===== src/rtl/hilo_pkg.sv =====
// Shared constants for the HI/LO multiply sequencer: op codes, FSM encoding,
// default datapath width and a small op classification helper.
package hilo_pkg;

   localparam int WIDTH_DEF = 32;

   localparam logic [2:0] OP_NOP   = 3'd0;
   localparam logic [2:0] OP_MULT  = 3'd1;
   localparam logic [2:0] OP_MULTU = 3'd2;
   localparam logic [2:0] OP_MTHI  = 3'd3;
   localparam logic [2:0] OP_MTLO  = 3'd4;
   localparam logic [2:0] OP_MFHI  = 3'd5;
   localparam logic [2:0] OP_MFLO  = 3'd6;

   localparam logic [1:0] ST_IDLE  = 2'd0;
   localparam logic [1:0] ST_START = 2'd1;
   localparam logic [1:0] ST_WAIT  = 2'd2;

   // True for every op that touches HI/LO and therefore must wait for a multiply.
   function automatic logic is_hilo_op(input logic [2:0] op);
      return (op >= OP_MULT) && (op <= OP_MFLO);
   endfunction

endpackage


===== src/rtl/hilo_mult_ctrl_sign_fix.sv =====
// Signed/unsigned operand magnitude and conditional 2*WIDTH negate of the
// unsigned product. Purely combinational.
module sign_fix
   import hilo_pkg::*;
#(
   parameter int WIDTH = WIDTH_DEF
) (
   input  logic [WIDTH-1:0] a_in,
   input  logic [WIDTH-1:0] b_in,
   input  logic             is_signed,
   output logic [WIDTH-1:0] mag_a,
   output logic [WIDTH-1:0] mag_b,
   output logic             neg_out,
   input  logic [WIDTH-1:0] prod_hi,
   input  logic [WIDTH-1:0] prod_lo,
   input  logic             neg_in,
   output logic [WIDTH-1:0] res_hi,
   output logic [WIDTH-1:0] res_lo
);

   logic [2*WIDTH-1:0] prod;
   logic [2*WIDTH-1:0] prod_fix;

   // The most negative value maps onto itself, which is the correct unsigned
   // magnitude, so no special case is needed.
   always_comb begin
      mag_a   = (is_signed && a_in[WIDTH-1]) ? -a_in : a_in;
      mag_b   = (is_signed && b_in[WIDTH-1]) ? -b_in : b_in;
      neg_out = is_signed & (a_in[WIDTH-1] ^ b_in[WIDTH-1]);
   end

   // Full-width two's complement of the product when the signs differed.
   always_comb begin
      prod     = {prod_hi, prod_lo};
      prod_fix = neg_in ? -prod : prod;
      res_hi   = prod_fix[2*WIDTH-1:WIDTH];
      res_lo   = prod_fix[WIDTH-1:0];
   end

endmodule


===== src/rtl/hilo_mult_ctrl.sv =====
// Sequencer between the datapath and the shift-add multiplier: owns HI/LO,
// launches multiplies, applies sign correction and raises HI/LO hazard stalls.
//
//   state    | meaning
//   ---------+-----------------------------------------------------------
//   ST_IDLE  | accepting ops; MTHI/MTLO/MFHI/MFLO served here
//   ST_START | mul_start high for one cycle, watchdog loaded
//   ST_WAIT  | waiting for mul_ready, watchdog counting down
module hilo_mult_ctrl
   import hilo_pkg::*;
#(
   parameter int WIDTH      = WIDTH_DEF,
   parameter int WAIT_LIMIT = 40
) (
   input  logic             clk,
   input  logic             rst_n,
   input  logic             op_valid,
   input  logic [2:0]       op_code,
   input  logic [WIDTH-1:0] rs_val,
   input  logic [WIDTH-1:0] rt_val,
   output logic             stall,
   output logic             busy,
   output logic [WIDTH-1:0] rd_data,
   output logic             rd_valid,
   output logic [WIDTH-1:0] hi_q,
   output logic [WIDTH-1:0] lo_q,
   output logic             err,
   output logic             mul_start,
   output logic [WIDTH-1:0] mul_a,
   output logic [WIDTH-1:0] mul_b,
   input  logic [WIDTH-1:0] mul_lo,
   input  logic [WIDTH-1:0] mul_hi,
   input  logic             mul_ready
);

   localparam int CW = $clog2(WAIT_LIMIT + 1);

   logic [1:0]       state_q, state_d;
   logic [WIDTH-1:0] hi_d, lo_d;
   logic [WIDTH-1:0] mul_a_q, mul_a_d;
   logic [WIDTH-1:0] mul_b_q, mul_b_d;
   logic             mul_start_q, mul_start_d;
   logic             neg_q, neg_d;
   logic             err_q, err_d;
   logic [CW-1:0]    wait_cnt_q, wait_cnt_d;

   logic [WIDTH-1:0] mag_a, mag_b;
   logic             neg_calc;
   logic [WIDTH-1:0] res_hi, res_lo;

   sign_fix #(.WIDTH(WIDTH)) u_sign_fix (
      .a_in      (rs_val),
      .b_in      (rt_val),
      .is_signed (op_code == OP_MULT),
      .mag_a     (mag_a),
      .mag_b     (mag_b),
      .neg_out   (neg_calc),
      .prod_hi   (mul_hi),
      .prod_lo   (mul_lo),
      .neg_in    (neg_q),
      .res_hi    (res_hi),
      .res_lo    (res_lo)
   );

   assign busy      = (state_q != ST_IDLE);
   assign stall     = op_valid & busy & is_hilo_op(op_code);
   assign err       = err_q;
   assign mul_start = mul_start_q;
   assign mul_a     = mul_a_q;
   assign mul_b     = mul_b_q;

   // Next-state and register-update logic; mul_ready only matters in ST_WAIT.
   always_comb begin
      state_d     = state_q;
      hi_d        = hi_q;
      lo_d        = lo_q;
      mul_a_d     = mul_a_q;
      mul_b_d     = mul_b_q;
      mul_start_d = 1'b0;
      neg_d       = neg_q;
      err_d       = err_q;
      wait_cnt_d  = wait_cnt_q;
      case (state_q)
         ST_IDLE: begin
            if (op_valid) begin
               case (op_code)
                  OP_MULT, OP_MULTU: begin
                     mul_a_d     = mag_a;
                     mul_b_d     = mag_b;
                     neg_d       = neg_calc;
                     mul_start_d = 1'b1;
                     state_d     = ST_START;
                  end
                  OP_MTHI: hi_d = rs_val;
                  OP_MTLO: lo_d = rs_val;
                  default: ;
               endcase
            end
         end
         ST_START: begin
            wait_cnt_d = CW'(WAIT_LIMIT - 1);
            state_d    = ST_WAIT;
         end
         ST_WAIT: begin
            if (mul_ready) begin
               hi_d    = res_hi;
               lo_d    = res_lo;
               state_d = ST_IDLE;
            end else if (wait_cnt_q == '0) begin
               err_d   = 1'b1;
               state_d = ST_IDLE;
            end else begin
               wait_cnt_d = wait_cnt_q - CW'(1);
            end
         end
         default: state_d = ST_IDLE;
      endcase
   end

   // MFHI/MFLO read path, valid only when the op is served in ST_IDLE.
   always_comb begin
      rd_valid = 1'b0;
      rd_data  = '0;
      if (op_valid && (state_q == ST_IDLE)) begin
         if (op_code == OP_MFHI) begin
            rd_valid = 1'b1;
            rd_data  = hi_q;
         end else if (op_code == OP_MFLO) begin
            rd_valid = 1'b1;
            rd_data  = lo_q;
         end
      end
   end

   // State and architectural registers; reset aborts any multiply in flight.
   always_ff @(posedge clk or negedge rst_n) begin
      if (!rst_n) begin
         state_q     <= ST_IDLE;
         hi_q        <= '0;
         lo_q        <= '0;
         mul_a_q     <= '0;
         mul_b_q     <= '0;
         mul_start_q <= 1'b0;
         neg_q       <= 1'b0;
         err_q       <= 1'b0;
         wait_cnt_q  <= '0;
      end else begin
         state_q     <= state_d;
         hi_q        <= hi_d;
         lo_q        <= lo_d;
         mul_a_q     <= mul_a_d;
         mul_b_q     <= mul_b_d;
         mul_start_q <= mul_start_d;
         neg_q       <= neg_d;
         err_q       <= err_d;
         wait_cnt_q  <= wait_cnt_d;
      end
   end

endmodule


===== config.mk =====
export PLATFORM = sky130hd
export DESIGN_NAME = hilo_mult_ctrl
export DESIGN_NICKNAME = d
export VERILOG_FILES = /design/src/rtl/hilo_pkg.sv /design/src/rtl/hilo_mult_ctrl_sign_fix.sv /design/src/rtl/hilo_mult_ctrl.sv
export SDC_FILE = /design/constraint.sdc
export NUM_CORES = 1
export LEC_CHECK = 0
export CAP_MARGIN = 40
export CORE_MARGIN = 3
export CORE_UTILIZATION = 51
export CTS_CLUSTER_SIZE = 24
export DETAILED_ROUTE_END_ITERATION = 7
export PLACE_DENSITY_LB_ADDON = 0.12
export SLEW_MARGIN = 10
export SYNTH_ARGS = -nofsm -noshare
export SYNTH_HDL_FRONTEND = slang
export SYNTH_SLANG_ARGS = --single-unit

===== constraint.sdc =====
create_clock -name clk -period 3.9 [get_ports clk]
set_input_delay 0.78 -clock clk [delete_from_list [all_inputs] [get_ports clk]]
set_output_delay 0.78 -clock clk [all_outputs]
set_load 0.005 [all_outputs]

==> results of run 1 <==
[logic make-up after synthesis]
group | share of synthesized area [%]
AND/OR/NAND/NOR | 22.3
adder cells (fa/ha/maj) | 0.690
flip-flops | 38.4
XOR/XNOR | 11.1
buffers and inverters | 3.95
multiplexers | 1.67
AO/OA/AOI/OAI | 21.9
[cells in the final DEF, fill, tap and decap left out, types with 6 or more instances in the layout]
cell and count:
buf_4 36, nand2_1 136, or3_1 22, a221oi_1 6, and3_1 12, o41ai_1 18, a211oi_1 6, nand4_1 10
clkdlybuf4s50_1 298, nor2_1 133, o31ai_1 30, nor3_1 28, a21oi_1 65, nor4_1 17, clkbuf_16 17, or4_1 20
o21ai_0 113, nand3_1 15, xnor2_1 63, dfrtp_1 139, xor2_1 52, o22ai_1 6, a22oi_1 32, mux2i_1 14
inv_1 24, a31oi_1 17
[sequential cells by signal (all words and copies together), names as in the netlist]
| signal | count |
|---|---|
| hi_q | 32 |
| lo_q | 32 |
| mul_a | 32 |
| mul_b | 32 |
| wait_cnt_q | 6 |
| state_q | 2 |
| err | 1 |
| mul_start | 1 |
| neg_q | 1 |
[area by class of cell]
cell class / count / share of cell area [%]
multi-input cells: 881 / 40.3
flip-flops and latches: 139 / 26.7
repair buffers: 339 / 25.8
clock buffers: 19 / 3.33
well taps: 225 / 2.16
clock inverters: 13 / 0.924
inverters: 25 / 0.722
[power breakdown]
part	internal [mW]	switching [mW]	total [mW]	leakage (nW)
Clock	0.880	0.647	1.53	0.264
Sequential	1.93	0.408	2.33	1.69
Combinational	1.35	0.997	2.35	3.08
[metal layers]
metal / up-vias / routed length [um] / track usage (%)
met4: 0 / 822 / 9.78
met3: 58 / 3170 / 6.84
met5: - / 0 / 0
met2: 524 / 15600 / 55.2
li1: 4581 / - / -
met1: 4649 / 13700 / 45.0
[metrics by stage]
stage	power, mW	util [%]	setup slack [ps]	hold WS [ps]	std cells
floorplan	3.06	-	740	465	1113
global placement	4.62	71.6	253	460	1608
detailed placement	4.68	71.7	205	469	1609
CTS	6.22	74.9	261	284	1641
global route	6.52	74.9	140	308	1641
finish	6.21	74.9	219	282	1641
[worst max-delay path by stage]
stage | from | end | slack [ps] | cells past startpoint
detailed placement | mul_lo[6] | hi_q[14] | 210 | 7
finish | op_code[2] | rd_data[15] | 220 | 7
global placement | mul_hi[0] | hi_q[27] | 250 | 7
CTS | op_code[2] | rd_data[15] | 260 | 7
global route | op_code[2] | rd_data[15] | 140 | 7
floorplan | mul_lo[8] | hi_q[14] | 740 | 8
==> results.sh, run 1 <==
export IMPL_yosys_top_cells_area="dfrtp_1, o21ai_0, xnor2_1"
export IMPL_avgSynthCellArea_um2=8.14
export IMPL_cellPowerDensity_mw_per_mm2=477
export IMPL_grt_pass1_vias=9498
export IMPL_worstMarginPinSlew_ps=815
export IMPL_timing_final_crit_share_pct=94.4
export IMPL_syn_inst=1113
export IMPL_yosysSeqAreaShare_pct=38.4
export IMPL_fillers=1340
export IMPL_max_cap_viol_count=0
export IMPL_final_area_mm2=0.0130
export IMPL_wl_per_cell_um=20.3
export IMPL_finalClockSkew_ps=7.42
export IMPL_setup_tns_ps=0
export IMPL_die_y_um=139
export IMPL_drt_pass1_iterations=5
export IMPL_fp_dieArea_mm2=0.0194
export IMPL_routed_wirelength_um=33300
export IMPL_hold_class="primary input to asynchronous set/reset pin"
export IMPL_nets=1543
export IMPL_multi_input_area_mm2=0.00525
export IMPL_outcome="finished clean"
export IMPL_n_antenna_cell=0
export IMPL_holdBufCountCts=0
export IMPL_fmax_ghz=0.272
export IMPL_seq_area_mm2=0.00348
export IMPL_initial_core_util_pct=52.2
export IMPL_clockBufferDepth=2
export IMPL_critPathKind="primary input to primary output"
export IMPL_grt_max_degree=124
export IMPL_crit_slowest_cell="clkdlybuf4s50_1"
export IMPL_path_cells="clkdlybuf4s50_1 > inv_1 > nor3b_2 > buf_4 > a22oi_1 > nor2_1 > clkdlybuf4s50_1"
export IMPL_cp_required_ps=3120
export IMPL_cpMostUsedCell="clkdlybuf4s50_1"
export IMPL_crit_fanout=19
export IMPL_cts_repair_resized=0
export IMPL_peakVddDrop_v=0.000321
export IMPL_grt_usage_pct=33.5
export IMPL_timing_critical_path_buf_inv=4
export IMPL_reg2reg_depth=4
export IMPL_reg2reg_from="neg_q"
export IMPL_finalHoldViolations=0
export IMPL_drt_first_iter_violations=883
export IMPL_cts_root_buffer="clkbuf_16"
export IMPL_fp_coreArea_mm2=0.0174
export IMPL_drc=0
export IMPL_synth_top_flop_cell="dfrtp_1"
export IMPL_yosysMostFrequentCell="dfrtp_1"
export IMPL_ant_nets=0
export IMPL_synth_cell_types=54
export IMPL_area_growth_pct=43.5
export IMPL_syn_cell_area_mm2=0.00906
export IMPL_numCtsBuffers=17
export IMPL_post_cts_buffers=0
export IMPL_clk_latency_ps=420
export IMPL_synth_seq_cells=139
export IMPL_crit_path_max_incr_delay_ps=560
export IMPL_endpoint_kind="primary output"
export IMPL_die_w_um=139
export IMPL_dp_hpwl_um=25600
export IMPL_maxSlewViolCount=0
export IMPL_synthTopCellsByCount="dfrtp_1, nand2_1, nor2_1"
export IMPL_leakage_nw=5.04
export IMPL_setup_viol=0
export IMPL_startpoint_type="primary input"
export IMPL_yosys_area_top_type_share_pct=38.4
export IMPL_dpl_cell_area_mm2=0.0125
export IMPL_grt_pass1_wl_um=51900
export IMPL_r2r_setup_slack_ps=1550
export IMPL_synth_warnings=0
export IMPL_async_flop_share_pct=100
export IMPL_viasPerCell=5.98
export IMPL_rsz0062_at_grt="false"
export IMPL_gp_congestion=0.973
export IMPL_timing_slew_headroom_pct=45.6
export IMPL_path_clk_slew_ps=60
export IMPL_antenna_found_initial=0
export IMPL_cts_tree="done"
export IMPL_htree_levels=4
export IMPL_via_count=9812
export IMPL_port_buffers=299
export IMPL_synth_edf_count=0
export IMPL_layout_min_cycle_time_ps=3680
export IMPL_synthesis_nets=1253
export IMPL_clock_sinks=139
export IMPL_drive_above_1_share_pct=6.29
export IMPL_yosys_area_top_type="dfrtp_1"
export IMPL_reg2reg_to="hi_q[27]"
export IMPL_io_pins=300
export IMPL_rows=48
export IMPL_arrival_ps=2900
export IMPL_overflow=0
export IMPL_cp_top_family="buffers and inverters"
Note: power is estimated with default switching activity, not from simulation.
==> run 2, diff against run 1 <==
- HOLD_SLACK_MARGIN: not set -> 0.03
==> results of run 2 <==
Final layout, timing and power as in run 1 (identical DEF).
